$ cat src/rtl/apb_pkg.sv
// Shared types and width defaults for the APB master bridge.
package apb_pkg;

    localparam int APB_ADDR_WIDTH = 8;
    localparam int APB_DATA_WIDTH = 32;
    localparam int APB_STRB_WIDTH = APB_DATA_WIDTH / 8;

    typedef enum logic [1:0] {
        IDLE   = 2'd0,
        SETUP  = 2'd1,
        ACCESS = 2'd2,
        RESP   = 2'd3
    } state_e;

    // One upstream command at the default widths.
    typedef struct packed {
        logic                      write;
        logic [APB_ADDR_WIDTH-1:0] addr;
        logic [APB_DATA_WIDTH-1:0] wdata;
        logic [APB_STRB_WIDTH-1:0] strb;
    } cmd_t;

    // One downstream response at the default widths.
    typedef struct packed {
        logic [APB_DATA_WIDTH-1:0] rdata;
        logic                      err;
        logic                      timeout;
    } rsp_t;

endpackage

$ cat src/rtl/apb_wait_timer.sv
// Counts consecutive stalled ACCESS cycles and flags the one that exhausts the budget.
module apb_wait_timer
    import apb_pkg::*;
#(
    parameter int TIMEOUT_CYCLES = 16
) (
    input  logic pclk,
    input  logic preset,
    input  logic clear,
    input  logic count_en,
    output logic expire
);

    localparam int CNT_W = (TIMEOUT_CYCLES > 0) ? $clog2(TIMEOUT_CYCLES + 1) : 1;
    localparam logic [CNT_W-1:0] LIMIT = CNT_W'(TIMEOUT_CYCLES);

    logic [CNT_W-1:0] count;

    // Saturating count of stalled cycles, cleared whenever a new transfer starts.
    always_ff @(posedge pclk) begin
        // NOTE: state registers use non-blocking assignments so every flop samples pre-edge values.
        if (preset || clear) begin
            count <= '0;
        end else if (count_en && (count != LIMIT)) begin
            count <= count + 1'b1;
        end
    end

    // expire marks the stalled cycle that would bring the count to the limit.
    generate
        if (TIMEOUT_CYCLES == 0) begin : g_no_timeout
            assign expire = 1'b0;
        end else begin : g_timeout
            assign expire = count_en && (count == LIMIT - 1'b1);
        end
    endgenerate

endmodule

$ cat src/rtl/apb_master_bridge.sv
// Turns a valid/ready command stream into APB4 transfers, one response per command.
module apb_master_bridge
    import apb_pkg::*;
#(
    parameter int ADDR_WIDTH     = APB_ADDR_WIDTH,
    parameter int DATA_WIDTH     = APB_DATA_WIDTH,
    parameter int STRB_WIDTH     = DATA_WIDTH / 8,
    parameter int TIMEOUT_CYCLES = 16
) (
    input  logic                  pclk,
    input  logic                  preset,
    input  logic                  cmd_valid,
    output logic                  cmd_ready,
    input  logic                  cmd_write,
    input  logic [ADDR_WIDTH-1:0] cmd_addr,
    input  logic [DATA_WIDTH-1:0] cmd_wdata,
    input  logic [STRB_WIDTH-1:0] cmd_strb,
    output logic                  rsp_valid,
    input  logic                  rsp_ready,
    output logic [DATA_WIDTH-1:0] rsp_rdata,
    output logic                  rsp_err,
    output logic                  rsp_timeout,
    output logic [ADDR_WIDTH-1:0] paddr,
    output logic                  psel,
    output logic                  penable,
    output logic                  pwrite,
    output logic [DATA_WIDTH-1:0] pwdata,
    output logic [STRB_WIDTH-1:0] pstrb,
    input  logic [DATA_WIDTH-1:0] prdata,
    input  logic                  pready,
    input  logic                  pslverr
);

    state_e state;
    logic   timer_clear;
    logic   timer_en;
    logic   timer_expire;

    // Timer is cleared in SETUP and counts ACCESS cycles the slave stalls.
    assign timer_clear = (state == SETUP);
    assign timer_en    = (state == ACCESS) && !pready;

    apb_wait_timer #(
        .TIMEOUT_CYCLES(TIMEOUT_CYCLES)
    ) u_wait_timer (
        .pclk    (pclk),
        .preset  (preset),
        .clear   (timer_clear),
        .count_en(timer_en),
        .expire  (timer_expire)
    );

    // Transfer FSM; every output is a register updated alongside the state.
    always_ff @(posedge pclk) begin
        if (preset) begin
            state       <= IDLE;
            cmd_ready   <= 1'b0;
            psel        <= 1'b0;
            penable     <= 1'b0;
            pwrite      <= 1'b0;
            paddr       <= '0;
            pwdata      <= '0;
            pstrb       <= '0;
            rsp_valid   <= 1'b0;
            rsp_rdata   <= '0;
            rsp_err     <= 1'b0;
            rsp_timeout <= 1'b0;
        end else begin
            unique case (state)
                IDLE: begin
                    cmd_ready <= 1'b1;
                    if (cmd_valid && cmd_ready) begin
                        cmd_ready <= 1'b0;
                        paddr     <= cmd_addr;
                        pwrite    <= cmd_write;
                        pwdata    <= cmd_wdata;
                        pstrb     <= cmd_write ? cmd_strb : '0;
                        psel      <= 1'b1;
                        state     <= SETUP;
                    end
                end
                SETUP: begin
                    penable <= 1'b1;
                    state   <= ACCESS;
                end
                ACCESS: begin
                    // A ready slave wins over an expiring timer in the same cycle.
                    if (pready) begin
                        psel        <= 1'b0;
                        penable     <= 1'b0;
                        rsp_valid   <= 1'b1;
                        rsp_err     <= pslverr;
                        rsp_timeout <= 1'b0;
                        rsp_rdata   <= pwrite ? '0 : prdata;
                        state       <= RESP;
                    end else if (timer_expire) begin
                        psel        <= 1'b0;
                        penable     <= 1'b0;
                        rsp_valid   <= 1'b1;
                        rsp_err     <= 1'b1;
                        rsp_timeout <= 1'b1;
                        rsp_rdata   <= '0;
                        state       <= RESP;
                    end
                end
                RESP: begin
                    if (rsp_ready) begin
                        rsp_valid <= 1'b0;
                        cmd_ready <= 1'b1;
                        state     <= IDLE;
                    end
                end
                default: begin
                    state <= IDLE;
                end
            endcase
        end
    end

endmodule

$ cat config.mk
export PLATFORM = sky130hd
export DESIGN_NAME = apb_master_bridge
export DESIGN_NICKNAME = d
export VERILOG_FILES = /design/src/rtl/apb_pkg.sv /design/src/rtl/apb_wait_timer.sv /design/src/rtl/apb_master_bridge.sv
export SDC_FILE = /design/constraint.sdc
export NUM_CORES = 1
export LEC_CHECK = 0
export CELL_PAD_IN_SITES_DETAIL_PLACEMENT = 1
export CELL_PAD_IN_SITES_GLOBAL_PLACEMENT = 2
export CORE_ASPECT_RATIO = 1.75
export CORE_UTILIZATION = 23
export CTS_CLUSTER_SIZE = 8
export DETAILED_ROUTE_END_ITERATION = 10
export PLACE_DENSITY = 0.81
export SLEW_MARGIN = 40
export SYNTH_ARGS = -nofsm -noshare
export SYNTH_HDL_FRONTEND = slang
export SYNTH_SLANG_ARGS = --single-unit
$ cat constraint.sdc
create_clock -name pclk -period 3.3 [get_ports pclk]
set_clock_uncertainty 0.2 [all_clocks]
set_input_delay 0.495 -clock pclk [delete_from_list [all_inputs] [get_ports pclk]]
set_output_delay 0.495 -clock pclk [all_outputs]
set_load 0.02 [all_outputs]
# == Word level (Yosys, flattened, before mapping) ==
# Cells that the tools add are included.
# classes
addsub,1
n_eq_ne,8
mux,23
n_reduce_logical,19
# op_table
operator,count
2-to-1 mux 32 bit,3
2-to-1 mux 1 bit,10
nonzero test 2 bit,5
AND reduction 3 bit,3
2-to-1 mux 2 bit,4
one-hot mux 1 bit (2 select lines),4
one-hot mux 2 bit (4 select lines),1
AND reduction 2 bit,4
adder 5 x 1 -> 5 bit (second input constant),1
equality test 5 x 4 -> 1 bit (second input constant),1
!= test 5 bit (second input constant),1
equality test 2 bit (second input constant),2
logical AND 1 bit,4
2-to-1 mux 4 bit,1
!= test 2 bit (second input constant),2
!= test 3 bit (second input constant),1
equality test 2 x 1 -> 1 bit (second input constant),1
logical NOT 2 bit,1
logical NOT 1 bit,1
logical OR 1 bit,1
# totals
ff_bits,90
output_inout_bits,83

# == Logic depth before layout (Yosys ltp) ==
# Gate-level depths: netlist (run 1).
# logic_depth
word_depth,6
ltp_mapped,7

# == Hierarchy ==
# A second synthesis (run 1) with hierarchy kept.
# unflattened
hier_cells,345
area_unflattened_um2,3260.6
# modules_own_cells
mod,instances,cells_each,area_each_um2,seq_area_each_um2
apb_master_bridge,1,314,2974.1,1701.6
apb_wait_timer,1,31,286.5,100.1

# == Worst setup path after synthesis (run 1) ==
# No wires, ideal clock.
# synth_timing
path_type,register to register
start,reg u_wait_timer.count[0]
end,reg rsp_rdata[0]
arrival_time_ps,1575
setup_slack_ps,1466
path_stages_with_launch,8
period_less_slack_ps,1834
cell_sequence,dfxtp_1 ha_1 and3_1 ha_1 o21a_1 nor2_1 buf_4 a22o_1
# synth_between
elab_chain_cells,4
# synth_lines
element,line,source
start: declaration,apb_wait_timer.sv:17,logic [CNT_W-1:0] count;
start signal: assignment,apb_wait_timer.sv:25,count <= count + 1'b1;
equality test 5 x 4 -> 1 bit,apb_wait_timer.sv:34,assign expire = count_en && (count == LIMIT - 1'b1);
logical AND 1 bit,apb_wait_timer.sv:34,
nonzero test 2 bit (no line),n/a,
AND reduction 2 bit (no line),n/a,
end signal: assignment,apb_master_bridge.sv:94,rsp_rdata <= pwrite ? '0 : prdata;
end: declaration,apb_master_bridge.sv:20,"output logic [DATA_WIDTH-1:0] rsp_rdata,"
# Every way passes these cells.
# A chain may end at the register's enable or synchronous reset.

# == Worst setup path in the final report (run 1) ==
# layout_timing
start,reg pwrite
end,out pwrite
# layout_lines
element,line,source
start: declaration,apb_master_bridge.sv:26,"output logic pwrite,"
start signal: assignment,apb_master_bridge.sv:75,pwrite <= cmd_write;
# No word-level cell between the ends.

==> flow_summary.json, run 1 <==
{
  "p_switching_w": 0.00111,
  "status": "finished clean",
  "syn_inst": 348,
  "globalplace.congestion": 0.721,
  "busiest_layer": "met2",
  "grt_antenna_before_repair": 0,
  "coreArea_mm2": 0.0138,
  "syn-num-nets": 439,
  "syn_area_mm2": 0.00323,
  "clk_latency_ps": 340,
  "ant_nets": 0,
  "ys_seq_area_frac": 0.557,
  "die_area_mm2": 0.0146,
  "syn2layout_area_growth_pct": 65.2,
  "grt_max_degree": 37,
  "async_reset_ff_frac": 0,
  "path_clk_slew_ps": 70,
  "syn_area_per_cell_um2": 9.29,
  "cts-root-buf": "clkbuf_16",
  "cap_violations": 0,
  "cp.depth": 1,
  "crit_arrival_ps": 1420,
  "finalNetCount": 600,
  "grt_first_pass_wirelength_mm": 16.9,
  "post_cts_buffers": 0,
  "path_cells": "clkdlybuf4s50_1",
  "synth_top_cell_area_share": 0.557,
  "ys_seq_elements": 90,
  "ios": 166,
  "die_h_um": 159,
  "multiInputGateArea_mm2": 0.00130,
  "drc": 0,
  "synthTopCellsByArea": "dfxtp_1 (56%), nand2_1 (11%), a22o_1 (8.4%), a21oi_1 (8.2%), ha_1 (3.1%)",
  "endpoint": "pwrite",
  "end_kind": "output pin",
  "drt-pass1-iter-count": 4,
  "worst_slack_ps": 1190,
  "grt-ovfl-total": 0,
  "hold_buffers": 0,
  "yosys_warnings": 0,
  "rows": 57,
  "critPathMaxFanout": 4,
  "yosys.area.top_type": "dfxtp_1",
  "hp-start": "rsp_rdata[16]$_SDFFE_PP0P_",
  "num_antenna_cells": 0,
  "drt_iter0_markers": 65,
  "nFillCells": 1581,
  "p_int_w": 0.00223,
  "hold_path.class": "reg -> reg",
  "period_share": 0.640,
  "synthFlopType": "dfxtp_1",
  "routedWlPerCell_um": 15.3,
  "critical_path.top_delay_family": "buffers and inverters",
  "h-tree-depth": 3,
  "use_met3": 0.0393,
  "p_leak_nw": 1.91,
  "setup_viol": 0,
  "vias": 3117,
  "setup_tns_ps": 0,
  "clock_path_buffers": 2,
  "ctsResizeCount": 0,
  "r2r-start": "u_wait_timer.count[0]$_SDFFE_PP0P_",
  "seq_area_mm2": 0.00180,
  "clkPwrFrac": 0.297,
  "cp_data_required_time_ps": 2600,
  "p_per_area_mw_per_mm2": 626,
  "clock.fmax_mhz": 474,
  "cp-start-kind": "flop",
  "drive_gt1_frac": 0.0681,
  "path_buf_inv": 1,
  "rr_worst_depth": 7,
  "hpwlAfterDp_mm": 8.04,
  "portBuffers": 165,
  "period_needed_ps": 2110,
  "worst-setup-path-type": "reg -> out",
  "slew_headroom": 0.619,
  "synth_edf_count": 0,
  "swShare": 0.331,
  "r2r-end": "rsp_rdata[0]$_SDFFE_PP0P_",
  "cts_buffers": 9,
  "via_per_inst": 4.51,
  "cp-startpoint": "pwrite$_SDFFE_PP0P_",
  "pwr-share-comb": 0.306,
  "seq_power_share": 0.397,
  "rsz0062_at_grt": "no",
  "drt-total-wl_mm": 10.6,
  "die_w_um": 91.6,
  "peakVddDrop_mv": 0.210,
  "cpMaxStageDelayCell": "clkdlybuf4s50_1",
  "start_util": 0.234,
  "globalRouteMet1Util": 0.147,
  "grt_pass1_vias": 3369,
  "final-max-slew-violation-count": 0,
  "track_usage": 0.148,
  "reg2reg_setup_slack_ps": 1190,
  "tightest_slew_ps": 571,
  "hold_viol": 0,
  "cts_tree": "built",
  "cts_sinks": 90,
  "grtUsageMet2": 0.285,
  "post-place-ws_ps": 885,
  "crit_path_max_incr_delay_ps": 650,
  "synth_cell_types": 36
}
registers in the layout (all words and copies together) (netlist names):
register,cells
psel,1
rsp_rdata,32
cmd_ready,1
rsp_timeout,1
paddr,8
rsp_err,1
pwrite,1
state,2
pwdata,32
u_wait_timer.count,5
rsp_valid,1
penable,1
pstrb,4
worst min path at each step:
stage | end | slack (ps) | depth (start not counted)
4_1_cts | paddr[4]$_SDFFE_PP0P_ | 260 | 2
3_5_place_dp | paddr[4]$_SDFFE_PP0P_ | 250 | 2
6_report | rsp_rdata[16]$_SDFFE_PP0P_ | 260 | 2
2_1_floorplan | state[1]$_SDFFE_PP0P_ | 270 | 2
3_3_place_gp | pwdata[2]$_SDFFE_PP0P_ | 240 | 2
5_1_grt | pwdata[1]$_SDFFE_PP0P_ | 280 | 2
cell usage after synthesis, types with 2 or more instances:
cell type  number
nand2_1        92
dfxtp_1        90
a21oi_1        53
a22o_1         31
buf_2           9
clkbuf_1        8
ha_1            8
inv_1           8
nand3_1         8
o21ai_0         6
nor2_1          4
buf_4           3
and3_1          2
nor3_1          2
o221a_2         2
or4_1           2
through the flow:
stage	instances	hold WS (ps)	util	instance area [um2]	total power (W)
3_3_place_gp	675	242	0.365	5060	0.00237
3_5_place_dp	675	251	0.365	5060	0.00239
6_report	691	258	0.386	5340	0.00334
5_1_grt	691	282	0.386	5340	0.00354
2_1_floorplan	348	268	-	3230	0.00189
4_1_cts	691	261	0.386	5340	0.00340
power by group through the flow:
stage / Combinational, W / Clock, W / Sequential (W)
5_1_grt: 0.00112 / 0.00108 / 0.00134
3_5_place_dp: 0.00104 / 0 / 0.00135
4_1_cts: 0.00104 / 0.00103 / 0.00133
6_report: 0.00102 / 0.000993 / 0.00133
3_3_place_gp: 0.00102 / 0 / 0.00135
2_1_floorplan: 0.000397 / 0 / 0.00149
logic make-up (layout without fill, tap and decap cells):
kind of cell	after synthesis	after routing	synth area share
AOI/OAI and AO/OA	98	98	0.197
muxes	2	2	0.00658
buffers and inverters	30	196	0.0441
adders and majority gates	8	8	0.0310
and+or+nand+nor	120	120	0.164
DFF	90	90	0.557
layer usage:
layer | vias to the layer above | wire length [um] | share of wire
li1 | 1522 | - | -
met1 | 1468 | 3960 | 0.37
met2 | 112 | 5780 | 0.55
met3 | 15 | 620 | 0.059
met4 | 0 | 233 | 0.022
met5 | - | 0 | 0
layout by cell type (no fill, tap or decap), types with 3 or more instances in the layout:
master and instances:
o21ai_0 6, a22o_1 31, clkbuf_16 9, buf_4 7
a21oi_1 53, ha_1 8, inv_1 8, nand3_1 7
nor2_1 3, dfxtp_1 90, clkdlybuf4s50_1 164, nand2_1 92
final cells by class:
type,instances,area share
flip-flops and latches,90,0.337
clock inverters,7,0.0112
repair buffers,172,0.318
inverters,8,0.00562
well taps,177,0.0415
multi-input cells,228,0.244
clock buffers,9,0.0422
No activity file was read; power rests on OpenSTA's default activity.
==> run 2, diff against run 1 <==
--- a/config.mk
+++ b/config.mk
@@ -8,10 +8,10 @@
 export CELL_PAD_IN_SITES_DETAIL_PLACEMENT = 1
 export CELL_PAD_IN_SITES_GLOBAL_PLACEMENT = 2
 export CORE_ASPECT_RATIO = 1.75
-export CORE_UTILIZATION = 23
+export CORE_UTILIZATION = 20
 export CTS_CLUSTER_SIZE = 8
 export DETAILED_ROUTE_END_ITERATION = 10
-export PLACE_DENSITY = 0.81
+export PLACE_DENSITY = 0.74
 export SLEW_MARGIN = 40
 export SYNTH_ARGS = -nofsm -noshare
 export SYNTH_HDL_FRONTEND = slang
==> constraint.sdc (replaced) <==
create_clock -name pclk -period 1.87 [get_ports pclk]
set_clock_uncertainty 0.2 [all_clocks]
set_input_delay 0.2805 -clock pclk [delete_from_list [all_inputs] [get_ports pclk]]
set_output_delay 0.2805 -clock pclk [all_outputs]
set_load 0.02 [all_outputs]
==> run 2 against run 1 <==
  * The run now ends with design-rule violations left
  * Die area increased by 15%
  * Worst setup slack got worse by 1100 ps
  * Via count increased by 2.1%
  * Routed wire length increased by 7.9%
  * Non-clock buffer count increased by 16
  * Hold slack got worse by 80 ps
  * Sequential power increased by 76%
==> flow_summary.json, run 2 (synthesis results as in run 1) <==
{
  "setup_viol": 0,
  "cp-start-kind": "flop",
  "final-max-slew-violation-count": 0,
  "tightest_slew_ps": 467,
  "grt_antenna_before_repair": 0,
  "start_util": 0.204,
  "whs_ps": 178,
  "hp-start": "preset",
  "power_w": 0.00634,
  "cts-root-buf": "clkbuf_16",
  "hpwlAfterDp_mm": 8.33,
  "syn2layout_area_growth_pct": 74.7,
  "nFillCells": 1839,
  "rows": 61,
  "cts_sinks": 90,
  "r2r-end": "state[0]$_SDFFE_PP0P_",
  "drt-pass1-iter-count": 8,
  "drc": 13,
  "grt_pass1_vias": 3476,
  "hold_path.class": "in -> reg",
  "globalplace.congestion": 0.741,
  "vias": 3181,
  "period_needed_ps": 1820,
  "seq_area_mm2": 0.00181,
  "crit_arrival_ps": 1340,
  "final_common_cell": "clkdlybuf4s50_1",
  "path_clk_slew_ps": 70,
  "grt-ovfl-total": 0,
  "drt_iter0_markers": 74,
  "setup_tns_ps": 0,
  "cts_buffers": 9,
  "cts_tree": "built",
  "stdcell_count": 719,
  "via_per_inst": 4.42,
  "end_kind": "output pin",
  "period_share": 0.973,
  "drt-total-wl_mm": 11.4,
  "ios": 166,
  "path_cells": "clkdlybuf4s50_1",
  "cpMaxStageDelayCell": "clkdlybuf4s50_1",
  "ant_nets": 0,
  "die_w_um": 98.1,
  "peakVddDrop_mv": 0.513,
  "finalNetCount": 616,
  "critical_path.top_delay_family": "buffers and inverters",
  "track_usage": 0.138,
  "worst_slack_ps": 50.1,
  "crit_path_max_incr_delay_ps": 670,
  "multiInputGateArea_mm2": 0.00138,
  "drive_gt1_frac": 0.121,
  "clock_path_buffers": 2,
  "cp_data_required_time_ps": 1390,
  "die_h_um": 170,
  "coreArea_mm2": 0.0159,
  "p_per_area_mw_per_mm2": 1120,
  "r2r-start": "state[0]$_SDFFE_PP0P_",
  "clock.fmax_mhz": 549,
  "portBuffers": 165,
  "h-tree-depth": 3,
  "reg2reg_setup_slack_ps": 60,
  "violations": "design-rule violations",
  "hold_end": "cmd_ready$_SDFFE_PP0P_",
  "post-place-ws_ps": -42.8,
  "placedCellCount": 699,
  "routedWlPerCell_um": 15.9,
  "slew_headroom": 0.689,
  "hold_depth": 2,
  "cp.depth": 1,
  "p_leak_nw": 2.04,
  "grt_first_pass_wirelength_mm": 17.9,
  "reg_top3": "pwdata x32, rsp_rdata x32, paddr x8",
  "num_antenna_cells": 0,
  "hold_buffers": 0,
  "clk_latency_ps": 340,
  "hold_viol": 0,
  "worst-setup-path-type": "reg -> out",
  "final_cell_mix": "clkdlybuf4s50_1 (163), nand2_1 (92), dfxtp_1 (86)",
  "critPathMaxFanout": 2,
  "status": "finished, violations left",
  "path_buf_inv": 1,
  "die_area_mm2": 0.0167,
  "grt_max_degree": 39,
  "rr_worst_depth": 5,
  "cap_violations": 0
}
-- run 2: worst max-delay path by stage --
stage / from / slack, ps / end
floorplan: u_wait_timer.count[0]$_SDFFE_PP0P_ / 40 / rsp_rdata[0]$_SDFFE_PP0P_
global placement: u_wait_timer.count[0]$_SDFFE_PP0P_ / -10 / state[0]$_SDFFE_PP0P_
detailed placement: u_wait_timer.count[0]$_SDFFE_PP0P_ / -40 / rsp_rdata[10]$_SDFFE_PP0P_
CTS: u_wait_timer.count[1]$_SDFFE_PP0P_ / -1 / rsp_rdata[20]$_SDFFE_PP0P_
global route: u_wait_timer.count[1]$_SDFFE_PP0P_ / -30 / state[1]$_SDFFE_PP0P_
finish: penable$_SDFFE_PP0P_ / 50 / penable
-- run 2: cell type report --
type                       instances  share of cell area
tap                              189              0.0419
sequential                        90               0.320
inverter                           8             0.00532
multi-input combinational        228               0.244
timing repair buffer             188               0.333
clock buffer                      10              0.0405
clock inverter                     6              0.0159
-- run 2: metrics by stage --
stage | cell area, um2 | utilization
global placement | 5210 | 0.328
detailed placement | 5210 | 0.328
finish | 5650 | 0.356
global route | 5650 | 0.356
floorplan | 3230 | -
CTS | 5650 | 0.356
-- run 2: metal layers --
layer,part of all wire,vias to the layer above,global-route usage
met1,0.35,1518,0.130
met5,0,-,0
met4,0.0093,0,0.0422
met3,0.064,7,0.0390
met2,0.58,105,0.279
li1,-,1551,-
-- run 2: worst reg2reg max path, cell delays in order, from the launching register on --
cell	delay, ps
dfxtp_2	320
buf_4	140
ha_1	240
nor2b_1	180
or4_4	470
o211a_1	150
-- run 2: power breakdown --
part | switching [W] | internal [W] | total (W)
Combinational | 0.00106 | 0.00100 | 0.00206
Clock | 0.000764 | 0.00118 | 0.00194
Sequential | 0.000155 | 0.00218 | 0.00234
-- run 2: what timing repair did --
action                     in CTS  in global routing
resized for setup              11                 13
setup buffers                   5                  1
setup endpoints to repair      34                 49
cloned                          1                  0
pin swaps                      15                  7
==> run 3, diff against run 2 <==
--- a/config.mk
+++ b/config.mk
@@ -12,6 +12,7 @@
 export CTS_CLUSTER_SIZE = 8
 export DETAILED_ROUTE_END_ITERATION = 10
 export PLACE_DENSITY = 0.74
+export RECOVER_POWER = 100
 export SLEW_MARGIN = 40
 export SYNTH_ARGS = -nofsm -noshare
 export SYNTH_HDL_FRONTEND = slang
==> run 3 against run 2 <==
  * The run still ends with design-rule violations left
  * Clock-buffer cell count did not move
  * Critical endpoint unchanged
  * Largest cell class unchanged
  * Core utilization barely moved
  * Die area did not move
  * First-iteration DRC count fell by 6.8%
  * Clock power barely moved
  * Fmax barely moved
==> flow_summary.json, run 3 (synthesis results as in run 1) <==
{
  "die_w_um": 98.1,
  "clock_path_buffers": 2,
  "grt_pass1_vias": 3476,
  "cap_violations": 0,
  "start_util": 0.204,
  "drt-total-wl_mm": 11.4,
  "ant_nets": 0,
  "grt_antenna_before_repair": 0,
  "stdcell_count": 719,
  "power_w": 0.00633,
  "r2r-start": "state[0]$_SDFFE_PP0P_",
  "p_per_area_mw_per_mm2": 1120,
  "finalNetCount": 616,
  "h-tree-depth": 3,
  "slew_headroom": 0.692,
  "hold_viol": 0,
  "num_antenna_cells": 0,
  "final_cell_mix": "clkdlybuf4s50_1 (162), nand2_1 (92), dfxtp_1 (86)",
  "final_common_cell": "clkdlybuf4s50_1",
  "status": "finished, violations left",
  "globalplace.congestion": 0.741,
  "drc": 13,
  "vias": 3186,
  "crit_path_max_incr_delay_ps": 670,
  "end_kind": "output pin",
  "cp-start-kind": "flop",
  "violations": "design-rule violations",
  "hold_path.class": "in -> reg",
  "cts_tree": "built",
  "drt_iter0_markers": 69,
  "setup_tns_ps": 0,
  "setup_viol": 0,
  "critical_path.top_delay_family": "buffers and inverters",
  "cpMaxStageDelayCell": "clkdlybuf4s50_1",
  "placedCellCount": 699,
  "critPathMaxFanout": 2,
  "die_area_mm2": 0.0167,
  "syn2layout_area_growth_pct": 74.6,
  "final-max-slew-violation-count": 0,
  "reg2reg_setup_slack_ps": 60,
  "cp_data_required_time_ps": 1390,
  "grt_max_degree": 39,
  "routedWlPerCell_um": 15.9,
  "portBuffers": 165,
  "cp-startpoint": "penable$_SDFFE_PP0P_",
  "track_usage": 0.138,
  "p_leak_nw": 2.04,
  "reg_top3": "pwdata x32, rsp_rdata x32, paddr x8",
  "rows": 61,
  "die_h_um": 170,
  "path_cells": "clkdlybuf4s50_1",
  "peakVddDrop_mv": 0.513,
  "drt-pass1-iter-count": 7,
  "drive_gt1_frac": 0.119,
  "path_clk_slew_ps": 70,
  "ios": 166,
  "grt_first_pass_wirelength_mm": 17.9,
  "hpwlAfterDp_mm": 8.33,
  "cts_buffers": 9,
  "grt-ovfl-total": 0,
  "coreArea_mm2": 0.0159,
  "endpoint": "penable",
  "clk_latency_ps": 340,
  "rr_worst_depth": 5,
  "hold_buffers": 0,
  "crit_arrival_ps": 1340,
  "period_needed_ps": 1820,
  "cts-root-buf": "clkbuf_16",
  "r2r-end": "state[0]$_SDFFE_PP0P_",
  "worst-setup-path-type": "reg -> out",
  "cts_sinks": 90,
  "path_buf_inv": 1,
  "cp.depth": 1,
  "clock.fmax_mhz": 549,
  "whs_ps": 175,
  "period_share": 0.974,
  "via_per_inst": 4.43,
  "tightest_slew_ps": 462
}
-- run 3: stage by stage --
step                      area, um2  setup WS [ps]  utilization
after CTS                      5650          -1.14        0.356
after detailed placement       5210          -42.8        0.328
after floorplan                3230           35.6            -
after global placement         5210          -11.4        0.328
after global routing           5650          -25.8        0.356
final                          5650           49.5        0.356
-- run 3: worst min path at each step --
stage	startpoint	slack, ps	cells past startpoint	end
2_1_floorplan	pready	180	1	rsp_timeout$_SDFFE_PP0P_
3_3_place_gp	pstrb[1]$_SDFFE_PP0P_	240	2	pstrb[1]$_SDFFE_PP0P_
3_5_place_dp	paddr[7]$_SDFFE_PP0P_	250	2	paddr[7]$_SDFFE_PP0P_
4_1_cts	preset	180	2	cmd_ready$_SDFFE_PP0P_
5_1_grt	preset	210	2	pwdata[11]$_SDFFE_PP0P_
6_report	preset	180	2	cmd_ready$_SDFFE_PP0P_
-- run 3: cell type report --
cell class                 instances  area, um2
clock inverter                     6       90.1
inverter                           8       30.0
multi-input combinational        228       1380
timing repair buffer             188       1880
sequential                        90       1810
clock buffer                      10        229
fill                            1841      10200
tap                              189        236
-- run 3: report_power, final --
part | total (W) | internal (W) | switching, W
sequential | 0.00234 | 0.00218 | 0.000155
clock | 0.00194 | 0.00118 | 0.000765
combinational | 0.00205 | 0.000996 | 0.00106
total | 0.00633 | 0.00435 | 0.00198
-- run 3: routing by layer --
layer,vias to the layer above,wire (um),track usage
li1,1551,-,-
met1,1517,3950,0.130
met2,109,6610,0.279
met3,9,741,0.0390
met4,0,121,0.0422
met5,-,0,0
-- run 3: what timing repair did --
action                                  CTS  global route
pin swaps                                15             7
endpoints found under the setup margin   34            49
gates cloned                              1             0
buffers inserted                          5             1
resized for setup                        11            13
